==> src/rtl/muldiv_unit_if.sv <==
// rtl/muldiv_unit_if.sv - issue/result bus between reservation station, muldiv unit and CDB
interface muldiv_unit_if #(
   parameter int DATA_WIDTH = 32,
   parameter int TAG_WIDTH  = 3
);
   logic                  flush;
   logic                  fu_start;
   logic [DATA_WIDTH-1:0] fu_op1;
   logic [DATA_WIDTH-1:0] fu_op2;
   logic [DATA_WIDTH-1:0] fu_op3;
   logic [4:0]            fu_opcode;
   logic [TAG_WIDTH-1:0]  fu_dest_tag;
   logic [4:0]            fu_dest_reg;
   logic                  fu_ready;
   logic                  cdb_req;
   logic                  cdb_grant;
   logic [DATA_WIDTH-1:0] res_value;
   logic [TAG_WIDTH-1:0]  res_tag;
   logic [4:0]            res_dest_reg;

   modport master (
      output flush, fu_start, fu_op1, fu_op2, fu_op3, fu_opcode, fu_dest_tag, fu_dest_reg, cdb_grant,
      input  fu_ready, cdb_req, res_value, res_tag, res_dest_reg
   );

   modport slave (
      input  flush, fu_start, fu_op1, fu_op2, fu_op3, fu_opcode, fu_dest_tag, fu_dest_reg, cdb_grant,
      output fu_ready, cdb_req, res_value, res_tag, res_dest_reg
   );
endinterface

==> src/rtl/muldiv_unit.sv <==
// rtl/muldiv_unit.sv - iterative RV32M multiply/divide unit; MULDIV_FAST_MUL_EN selects single-cycle multiply
module muldiv_unit #(
   parameter int DATA_WIDTH = 32,
   parameter int TAG_WIDTH  = 3
) (
   input  logic         clk,
   input  logic         rst,
   muldiv_unit_if.slave bus
);
   typedef enum logic [1:0] {S_IDLE, S_MUL, S_DIV, S_DONE} state_t;

   state_t                r_state;
   logic [4:0]            r_cnt;
   logic                  r_fin;      // all 32 iterations done, next edge finalizes
   logic                  r_spec;     // result already resolved at issue, finalize keeps it
   logic [1:0]            r_sel;      // funct3[1:0] of the op in flight
   logic [65:0]           r_acc;
   logic [65:0]           r_mcand;
   logic [32:0]           r_mplier;
   logic [31:0]           r_rem;
   logic [31:0]           r_quo;
   logic [31:0]           r_dvsr;
   logic                  r_neg_q;
   logic                  r_neg_r;
   logic                  r_cdb_req;
   logic [DATA_WIDTH-1:0] r_res_value;
   logic [TAG_WIDTH-1:0]  r_res_tag;
   logic [4:0]            r_res_dest_reg;

   // Issue-time decode and operand preparation
   logic [2:0]  w_f3;
   logic        w_legal, w_is_div, w_is_rem, w_div_signed;
   logic        w_a_signed, w_b_signed;
   logic [32:0] w_a33, w_b33;
   logic [65:0] w_a66, w_acc_init;
   logic        w_op1_neg, w_op2_neg;
   logic [31:0] w_op1_mag, w_op2_mag;
   logic        w_div_zero, w_div_ovf;

   assign w_f3         = bus.fu_opcode[2:0];
   assign w_legal      = (bus.fu_opcode[4:3] == 2'b01);
   assign w_is_div     = w_f3[2];
   assign w_is_rem     = w_f3[1];
   assign w_div_signed = ~w_f3[0];
   assign w_a_signed   = ~(w_f3[1] & w_f3[0]);
   assign w_b_signed   = ~w_f3[1];
   assign w_a33        = {w_a_signed & bus.fu_op1[31], bus.fu_op1};
   assign w_b33        = {w_b_signed & bus.fu_op2[31], bus.fu_op2};
   assign w_a66        = {{33{w_a33[32]}}, w_a33};
   // A negative multiplier's sign bit weighs -2^32; pre-charge it so the loop only handles bits 0..31
   assign w_acc_init   = w_b33[32] ? (66'd0 - {w_a66[33:0], 32'd0}) : 66'd0;
   assign w_op1_neg    = w_div_signed & bus.fu_op1[31];
   assign w_op2_neg    = w_div_signed & bus.fu_op2[31];
   assign w_op1_mag    = w_op1_neg ? (32'd0 - bus.fu_op1) : bus.fu_op1;
   assign w_op2_mag    = w_op2_neg ? (32'd0 - bus.fu_op2) : bus.fu_op2;
   assign w_div_zero   = (bus.fu_op2 == 32'd0);
   assign w_div_ovf    = w_div_signed & (bus.fu_op1 == 32'h8000_0000) & (bus.fu_op2 == 32'hFFFF_FFFF);

   // Per-iteration datapath
   logic [65:0] w_acc_step;
   logic [32:0] w_rem_shift;
   logic [33:0] w_diff;
   logic        w_rem_ok;

   assign w_acc_step  = r_acc + (r_mplier[0] ? r_mcand : 66'd0);
   assign w_rem_shift = {r_rem, r_quo[31]};
   assign w_diff      = {1'b0, w_rem_shift} - {2'b00, r_dvsr};
   assign w_rem_ok    = ~w_diff[33];

   // Result formatting
   logic [31:0] w_mul_res, w_quo_fix, w_rem_fix, w_div_res;
   assign w_mul_res = (r_sel == 2'd0) ? r_acc[31:0] : r_acc[63:32];
   assign w_quo_fix = r_neg_q ? (32'd0 - r_quo) : r_quo;
   assign w_rem_fix = r_neg_r ? (32'd0 - r_rem) : r_rem;
   assign w_div_res = r_sel[1] ? w_rem_fix : w_quo_fix;

   logic w_unused;
`ifdef MULDIV_FAST_MUL_EN
   logic [65:0] w_fast_prod;
   logic [31:0] w_fast_res;
   assign w_fast_prod = $signed(w_a33) * $signed(w_b33);
   assign w_fast_res  = (w_f3[1:0] == 2'd0) ? w_fast_prod[31:0] : w_fast_prod[63:32];
   assign w_unused    = ^{bus.fu_op3, w_diff[32], w_fast_prod[65:64]};
`else
   assign w_unused    = ^{bus.fu_op3, w_diff[32]};
`endif

   // Control FSM and datapath registers; flush outranks start and grant
   always_ff @(posedge clk or posedge rst) begin
      if (rst) begin
         r_state        <= S_IDLE;
         r_cnt          <= 5'd0;
         r_fin          <= 1'b0;
         r_spec         <= 1'b0;
         r_sel          <= 2'd0;
         r_acc          <= 66'd0;
         r_mcand        <= 66'd0;
         r_mplier       <= 33'd0;
         r_rem          <= 32'd0;
         r_quo          <= 32'd0;
         r_dvsr         <= 32'd0;
         r_neg_q        <= 1'b0;
         r_neg_r        <= 1'b0;
         r_cdb_req      <= 1'b0;
         r_res_value    <= '0;
         r_res_tag      <= '0;
         r_res_dest_reg <= 5'd0;
      end else if (bus.flush) begin
         r_state   <= S_IDLE;
         r_cdb_req <= 1'b0;
         r_cnt     <= 5'd0;
         r_fin     <= 1'b0;
      end else begin
         case (r_state)
            S_IDLE: begin
               if (bus.fu_start) begin
                  r_sel          <= w_f3[1:0];
                  r_res_tag      <= bus.fu_dest_tag;
                  r_res_dest_reg <= bus.fu_dest_reg;
                  r_cnt          <= 5'd0;
                  r_acc          <= w_acc_init;
                  r_mcand        <= w_a66;
                  r_mplier       <= w_b33;
                  r_rem          <= 32'd0;
                  r_quo          <= w_op1_mag;
                  r_dvsr         <= w_op2_mag;
                  r_neg_q        <= w_op1_neg ^ w_op2_neg;
                  r_neg_r        <= w_op1_neg;
                  // Resolved-at-issue cases still spend one cycle in a work state
                  r_fin          <= 1'b1;
                  r_spec         <= 1'b1;
                  r_state        <= S_DIV;
                  if (!w_legal) begin
                     r_res_value <= '0;
                  end else if (w_is_div) begin
                     if (w_div_zero) begin
                        r_res_value <= w_is_rem ? bus.fu_op1 : 32'hFFFF_FFFF;
                     end else if (w_div_ovf) begin
                        r_res_value <= w_is_rem ? 32'd0 : 32'h8000_0000;
                     end else begin
                        r_fin  <= 1'b0;
                        r_spec <= 1'b0;
                     end
                  end else begin
`ifdef MULDIV_FAST_MUL_EN
                     r_res_value <= w_fast_res;
                     r_state     <= S_MUL;
`else
                     r_fin       <= 1'b0;
                     r_spec      <= 1'b0;
                     r_state     <= S_MUL;
`endif
                  end
               end
            end
            S_MUL: begin
               if (r_fin) begin
                  if (!r_spec) r_res_value <= w_mul_res;
                  r_fin     <= 1'b0;
                  r_state   <= S_DONE;
                  r_cdb_req <= 1'b1;
               end else begin
                  r_acc    <= w_acc_step;
                  r_mcand  <= r_mcand << 1;
                  r_mplier <= r_mplier >> 1;
                  r_cnt    <= r_cnt + 5'd1;
                  if (r_cnt == 5'd31) r_fin <= 1'b1;
               end
            end
            S_DIV: begin
               if (r_fin) begin
                  if (!r_spec) r_res_value <= w_div_res;
                  r_fin     <= 1'b0;
                  r_state   <= S_DONE;
                  r_cdb_req <= 1'b1;
               end else begin
                  r_rem <= w_rem_ok ? w_diff[31:0] : w_rem_shift[31:0];
                  r_quo <= {r_quo[30:0], w_rem_ok};
                  r_cnt <= r_cnt + 5'd1;
                  if (r_cnt == 5'd31) r_fin <= 1'b1;
               end
            end
            S_DONE: begin
               if (bus.cdb_grant) begin
                  r_state   <= S_IDLE;
                  r_cdb_req <= 1'b0;
               end
            end
            default: r_state <= S_IDLE;
         endcase
      end
   end

   assign bus.fu_ready     = (r_state == S_IDLE);
   assign bus.cdb_req      = r_cdb_req;
   assign bus.res_value    = r_res_value;
   assign bus.res_tag      = r_res_tag;
   assign bus.res_dest_reg = r_res_dest_reg;
endmodule
==> src/flat_wrapper.sv <==
// flat-port wrapper written by rule: the top's interface ports become plain ports
module muldiv_unit_flat 
#(
   parameter int DATA_WIDTH = 32,
   parameter int TAG_WIDTH  = 3
)
  (clk, rst, bus_flush, bus_fu_start, bus_fu_op1, bus_fu_op2, bus_fu_op3, bus_fu_opcode, bus_fu_dest_tag, bus_fu_dest_reg, bus_cdb_grant, bus_fu_ready, bus_cdb_req, bus_res_value, bus_res_tag, bus_res_dest_reg);
  muldiv_unit_if #(.DATA_WIDTH(DATA_WIDTH), .TAG_WIDTH(TAG_WIDTH)) bus_i ();
  input  logic clk;
  input  logic rst;
  input wire logic [$bits(bus_i.flush)-1:0] bus_flush;
  input wire logic [$bits(bus_i.fu_start)-1:0] bus_fu_start;
  input wire logic [$bits(bus_i.fu_op1)-1:0] bus_fu_op1;
  input wire logic [$bits(bus_i.fu_op2)-1:0] bus_fu_op2;
  input wire logic [$bits(bus_i.fu_op3)-1:0] bus_fu_op3;
  input wire logic [$bits(bus_i.fu_opcode)-1:0] bus_fu_opcode;
  input wire logic [$bits(bus_i.fu_dest_tag)-1:0] bus_fu_dest_tag;
  input wire logic [$bits(bus_i.fu_dest_reg)-1:0] bus_fu_dest_reg;
  input wire logic [$bits(bus_i.cdb_grant)-1:0] bus_cdb_grant;
  output wire logic [$bits(bus_i.fu_ready)-1:0] bus_fu_ready;
  output wire logic [$bits(bus_i.cdb_req)-1:0] bus_cdb_req;
  output wire logic [$bits(bus_i.res_value)-1:0] bus_res_value;
  output wire logic [$bits(bus_i.res_tag)-1:0] bus_res_tag;
  output wire logic [$bits(bus_i.res_dest_reg)-1:0] bus_res_dest_reg;
  assign bus_i.flush = bus_flush;
  assign bus_i.fu_start = bus_fu_start;
  assign bus_i.fu_op1 = bus_fu_op1;
  assign bus_i.fu_op2 = bus_fu_op2;
  assign bus_i.fu_op3 = bus_fu_op3;
  assign bus_i.fu_opcode = bus_fu_opcode;
  assign bus_i.fu_dest_tag = bus_fu_dest_tag;
  assign bus_i.fu_dest_reg = bus_fu_dest_reg;
  assign bus_i.cdb_grant = bus_cdb_grant;
  assign bus_fu_ready = bus_i.fu_ready;
  assign bus_cdb_req = bus_i.cdb_req;
  assign bus_res_value = bus_i.res_value;
  assign bus_res_tag = bus_i.res_tag;
  assign bus_res_dest_reg = bus_i.res_dest_reg;
  muldiv_unit #(.DATA_WIDTH(DATA_WIDTH), .TAG_WIDTH(TAG_WIDTH)) u_core (.clk(clk), .rst(rst), .bus(bus_i));
endmodule
==> config.mk <==
export PLATFORM = sky130hd
export DESIGN_NAME = muldiv_unit_flat
export DESIGN_NICKNAME = d
export VERILOG_FILES = /design/src/rtl/muldiv_unit_if.sv /design/src/rtl/muldiv_unit.sv /design/src/flat_wrapper.sv
export SDC_FILE = /design/constraint.sdc
export NUM_CORES = 1
export LEC_CHECK = 0
export ABC_AREA = 0
export CORE_UTILIZATION = 55
export CTS_CLUSTER_SIZE = 8
export DETAILED_ROUTE_END_ITERATION = 12
export PLACE_DENSITY = 0.81
export SYNTH_ARGS = -nofsm -noshare
export SYNTH_HDL_FRONTEND = slang
export SYNTH_SLANG_ARGS = --single-unit
==> constraint.sdc <==
create_clock -name clk -period 10.5 [get_ports clk]
set_input_delay 1.575 -clock clk [delete_from_list [all_inputs] [get_ports clk]]
set_output_delay 1.575 -clock clk [all_outputs]
set_load 0.05 [all_outputs]
==> impl_metrics.ini, run 1 <==
[synthesis]
post_synth_instance_area_mm2 = 0.0229
syn_area_per_cell_um2 = 8.16
postSynthNetCount = 3028
yosysUniqueCellTypes = 75
number_of_warnings_printed_during_yosys_synthesis = 0
syn_inst = 2805
yosys.area.top_type_share = 0.340
synth_sequential_area_ratio = 0.340
synth_area_leader_cell = dfrtp_1
ys_dominant_reg_cell = dfrtp_1
netlist_top_cells_area = dfrtp_1 (34%), o21ai_0 (7.2%), nand2_1 (6.8%)
synth-seq-cells = 311
number_of_enable_flip_flop_cells_after_synthesis = 0
postSynth.asyncResetShare = 1.00

[worst_setup_path]
arrival_ns = 6.06
crit_type = in -> reg
timing.critical_path.required_ns = 11.00
worst_setup_path_start_kind = input port
worst_path_fanout_max = 64
critical_path.endpoint_type = flop

[flow_run]
cap_violations = 0

[drt]
detailedRoute.firstIterationViolations = 2388
remaining_drc_errors = 0
via_to_cell_ratio = 6.43
detail_route.first_pass.iterations = 6
detail-route-antenna-nets = 0
dr_wl_cell_um = 21.0
dr_total_vias = 21500
drt_wl_total_mm = 70.1

[timing]
unrepaired_setup_endpoints_after_global_routing = false
fmax_mhz = 180
finalCriticalPeriod_ns = 5.57
period_utilisation_layout = 0.530
fin_setup_tns_ns = 0
timing.clock.skew_ns = 0.0396
finalHoldViolations = 0
worst-slew-pin-transition_ns = 1.16
setup_viol = 0
report.final.slew_viol_count = 0
postLayoutSetupSlackWorst_ns = 4.93
timing.slew.headroom = 0.224

[pwr]
p_sw_mw = 3.60
maximum_ir_drop_on_the_vdd_rail_mv = 0.225
power_leakage_nw = 11.1
part_of_the_power_in_combinational_logic = 0.542
clockPowerShare = 0.174
swShare = 0.475
power.sequential.fraction = 0.284
internal_power_mw = 3.97
power.density_cell_area_mw_per_mm2 = 298

[placed_design]
io_buffers = 123
hpwl_mm = 50.2
gp_congestion = 0.994
detailedPlace.worstSlack_ns = 4.52

[final_layout]
syn2layout_area_growth_pct = 11.2
n_antenna_cell = 0
biggestRegsByFlops = u_core.r_acc: 64 flops, u_core.r_mcand: 64 flops, u_core.r_mplier: 33 flops
drive_above_1_share = 0.0533
final_net_count = 3034

[global_routing]
grt_max_degree = 189
grt_pass1_wl_mm = 110
gr_util_all_layers = 0.331
first_global_vias = 20100
overflow = 0
antenna_found_initial = 1

[clocking]
clk_root_buffer_cell = clkbuf_16
numCtsBuffers = 45
post_cts.resized_instances = 0
cts_sinks = 311
worst_skew_pair.late_latency_ns = 0.59
clk_pin_slew_worst_paths_ns = 0.05
cts.path.max_buffers = 3
cts_setup_buffers = 0
cts_max_level = 2
cts_tree = done
hold_buffers = 0

[floorplanning]
rows = 74
area_of_the_core_mm2 = 0.0409
floorplan.die_area_mm2 = 0.0424
initial_utilization = 0.559
die_h_um = 206
die_w_um = 206
io_pins = 156

[worst_hold_path]
min_path_type = reg -> reg

[run_status]
run_status = finished, final reports clean
==> final cells by class <==
type	instances	area, µm²
clock buffers	48	1170
clock inverters	2	25.0
fillers	3526	15500
inverters	73	282
multi-input cells	2235	14100
flip-flops and latches	311	7780
well taps	532	666
repair buffers	145	1410
==> path summary, 6_finish.rpt <==
check,startpoint,end,slack (ns),cells after the start
setup / recovery,bus_fu_op1[12],u_core.bus.res_value[1],4.93,12
hold / removal,u_core.r_cnt[3],u_core.r_cnt[3],0.47,1
setup reg to reg,u_core.r_mplier[0],u_core.r_acc[53],5.63,14
hold reg to reg,u_core.r_cnt[3],u_core.r_cnt[3],0.47,1
max in group asynchronous,rst,u_core.r_mcand[7],7.47,3
min in group asynchronous,rst,u_core.r_mcand[55],1.53,2
==> cell usage after synthesis, types with 24 or more instances <==
cell        n
nand2_1   416
o21ai_0   329
dfrtp_1   311
a21oi_1   221
clkbuf_1  159
nor2_1    137
xor2_1    109
ha_1      107
xnor2_1   104
and2_1     73
inv_1      72
mux2i_1    70
a21o_1     69
nand3_1    65
a31oi_1    57
mux2_2     44
nor3_1     39
o221ai_1   35
or3_1      35
nand2b_1   27
nand4_1    25
and3_1     24
==> kinds of logic after synthesis <==
| logic type | after synthesis | share of synthesized area |
|---|---|---|
| xor+xnor | 213 | 0.0815 |
| simple gates | 922 | 0.190 |
| fa+ha+maj | 109 | 0.0602 |
| flops | 311 | 0.340 |
| buf+inv | 259 | 0.0455 |
| compound gates | 877 | 0.231 |
| mux | 114 | 0.0522 |
==> cell usage in the layout, fill, tap and decap left out, types with 9 or more instances in the layout <==
master,n
nor4_1,12
o221ai_1,35
ha_1,105
xnor2_1,104
a22o_1,18
a31oi_1,57
buf_4,21
nand3_1,64
dfrtp_1,311
a21oi_1,219
or4_1,11
or3_1,35
mux2i_1,70
a211oi_1,13
o41ai_1,11
o31ai_1,23
o21bai_1,13
o211ai_1,9
nand2_1,415
and3_1,23
o21a_1,12
xor2_1,109
nor2_1,134
and2_1,74
nor2b_1,19
o311ai_0,10
clkbuf_16,46
o21ai_0,329
nand2b_1,27
inv_1,71
a21o_1,69
clkdlybuf4s50_1,123
mux2_2,44
nand4_1,25
nor3_1,39
==> critical path: stages <==
cell and delay, ns:
clkdlybuf4s50_1 0.59, or3_1 0.50, nand4b_1 0.32, or3_1 0.50, nor3_2 0.48, nand4b_1 0.33
o21ai_1 0.21, a21oi_1 0.10, o21ai_1 0.15, and3_2 0.95, nor2_1 0.10, a31oi_1 0.20
==> power by group through the flow <==
stage	sequential, mW	clock, mW	combinational, mW
final	2.15	1.31	4.11
after global placement	2.12	0	3.90
after CTS	2.13	1.33	4.06
after global routing	2.21	1.38	4.49
after detailed placement	2.15	0	4.03
after floorplan	2.26	0	2.82
==> through the flow <==
step | hold WS (ns) | area [µm²] | utilization | power (mW) | std cells
global placement | 0.457 | 24300 | 0.593 | 6.02 | 3296
detailed placement | 0.467 | 24300 | 0.593 | 6.18 | 3296
finish | 0.472 | 25500 | 0.622 | 7.58 | 3346
global route | 0.503 | 25500 | 0.622 | 8.07 | 3346
CTS | 0.479 | 25500 | 0.622 | 7.52 | 3346
floorplan | 0.438 | 22900 | - | 5.08 | 2805
==> layer usage <==
layer	routed length (µm)	global-route usage	vias up
met2	30800	0.500	1003
met4	3450	0.157	2
met3	5730	0.0516	194
met1	30100	0.462	10300
li1	-	-	9994
met5	7	0	-
No activity file was read; power rests on OpenSTA's default activity.
==> run 2: changes to the inputs <==
- CORE_UTILIZATION: 55 -> 61
- PLACE_DENSITY: 0.81 -> 0.85
- clock period: 10.5 -> 5.5 ns (I/O delays scaled with it)
==> impl_metrics.ini, run 2 (synthesis gave the netlist of run 1 again) <==
[timing]
worst-slew-pin-transition_ns = 1.20
report.final.slew_viol_count = 0
timing.clock.skew_ns = 0.0137
fin_setup_tns_ns = 0
whs_ns = 0.477
timing.slew.headroom = 0.201
finalCriticalPeriod_ns = 4.52
unrepaired_setup_endpoints_after_global_routing = false
finalHoldViolations = 0
fmax_mhz = 221
period_utilisation_layout = 0.821
setup_viol = 0

[floorplanning]
die_w_um = 196
initial_utilization = 0.622
die_h_um = 196
rows = 70
io_pins = 156
floorplan.die_area_mm2 = 0.0383
area_of_the_core_mm2 = 0.0368

[placed_design]
io_buffers = 123
hpwl_mm = 50.9
gp_congestion = 0.984

[worst_setup_path]
worstSetupStartpoint = u_core.r_mplier[0]
worstReg2RegEnd = u_core.r_acc[45]
worst_setup_path_start_kind = flop
worst_r2r_path_depth = 14
critical_path.endpoint_type = flop
crit_type = reg -> reg
arrival_ns = 4.93
r2r_setup_slack_ns = 0.98
worst_reg2reg_startpoint = u_core.r_mplier[0]
worst_path_fanout_max = 48
worstSetupEndpoint = u_core.r_acc[45]
timing.critical_path.required_ns = 5.92

[pwr]
power.total_mw = 14.6
power.density_cell_area_mw_per_mm2 = 571
maximum_ir_drop_on_the_vdd_rail_mv = 0.498
power_leakage_nw = 11.2

[drt]
detail_route.first_pass.iterations = 7
via_to_cell_ratio = 6.60
detail-route-antenna-nets = 0
dr_wl_cell_um = 21.5
dr_total_vias = 21800
detailedRoute.firstIterationViolations = 2297
drt_wl_total_mm = 71.0
remaining_drc_errors = 0

[final_layout]
final_net_count = 3045
syn2layout_area_growth_pct = 11.5
mostFrequentLayoutCell = nand2_1
layout_common_cells = nand2_1 (415), o21ai_0 (329), dfrtp_1 (311)
drive_above_1_share = 0.0572
postLayoutCoreUtil = 0.694
biggestRegsByFlops = u_core.r_acc: 64 flops, u_core.r_mcand: 64 flops, u_core.r_mplier: 33 flops
num-fill-cells = 2948
n_antenna_cell = 0

[global_routing]
grt_pass1_wl_mm = 112
overflow = 0
antenna_found_initial = 1
gr_util_all_layers = 0.370
first_global_vias = 20200
grt_max_degree = 163

[worst_hold_path]
min_path_type = reg -> reg

[clocking]
cts.path.max_buffers = 3
clk_pin_slew_worst_paths_ns = 0.05
cts_setup_buffers = 0
clk_root_buffer_cell = clkbuf_16
numCtsBuffers = 45
cts_max_level = 2
hold_buffers = 0
worst_skew_pair.late_latency_ns = 0.59
post_cts.resized_instances = 0
cts_sinks = 311
cts_tree = done

[flow_run]
cap_violations = 0

[run_status]
run_status = finished, final reports clean
run 2: worst min path at each step:
| stage | end | from | slack (ns) | depth (start not counted) |
|---|---|---|---|---|
| final | u_core.r_mplier[1] | u_core.r_mplier[1] | 0.48 | 2 |
| after detailed placement | u_core.r_mplier[11] | u_core.r_mplier[11] | 0.47 | 2 |
| after global placement | u_core.r_cnt[3] | u_core.r_cnt[3] | 0.45 | 1 |
| after CTS | u_core.r_mplier[32] | u_core.r_mplier[32] | 0.48 | 2 |
| after floorplan | u_core.r_cnt[3] | u_core.r_cnt[3] | 0.44 | 1 |
| after global routing | u_core.r_mplier[32] | u_core.r_mplier[32] | 0.50 | 2 |
run 2: cell type report:
cell class                      instances  area (µm²)  share of cell area
Inverter                               73         278              0.0109
Timing Repair Buffer                  156        1550              0.0609
Clock buffer                           52        1170              0.0459
Clock inverter                          3        41.3             0.00162
Sequential cell                       311        7780               0.305
Multi-Input combinational cell       2235       14100               0.553
Tap cell                              468         586              0.0229
run 2: where the power goes:
group | switching, mW | leakage, nW | total [mW] | internal, mW
clock | 1.03 | 0.593 | 2.51 | 1.48
sequential | 0.941 | 4.01 | 4.14 | 3.20
combinational | 4.98 | 6.55 | 7.93 | 2.95
run 2: metrics by stage:
stage          cell area (µm²)  setup WS (ns)  cells
2_1_floorplan            22900          0.534   2805
3_3_place_gp             24300           1.12   3243
3_5_place_dp             24300           1.03   3243
4_1_cts                  25500           1.19   3298
5_1_grt                  25500          0.740   3298
6_report                 25500          0.984   3298
run 2: critical path, cell delays in order, from the launching register on:
cell and delay [ns]:
dfrtp_1 0.45, buf_4 0.32, and2_1 0.24, ha_1 0.40
nand4_1 0.19, or3_1 0.45, nand3_1 0.14, a31oi_1 0.15
o21ai_0 0.36, a31oi_1 0.19, buf_4 0.20, o211ai_1 0.62
a21oi_1 0.24, xnor2_1 0.23, o221ai_1 0.16
run 2: metal layers:
metal | up-vias | track usage | share of wire
li1 | 10000 | - | -
met4 | 2 | 0.172 | 0.046
met2 | 1097 | 0.558 | 0.44
met5 | - | 0 | 0.00018
met1 | 10500 | 0.520 | 0.42
met3 | 164 | 0.0627 | 0.098
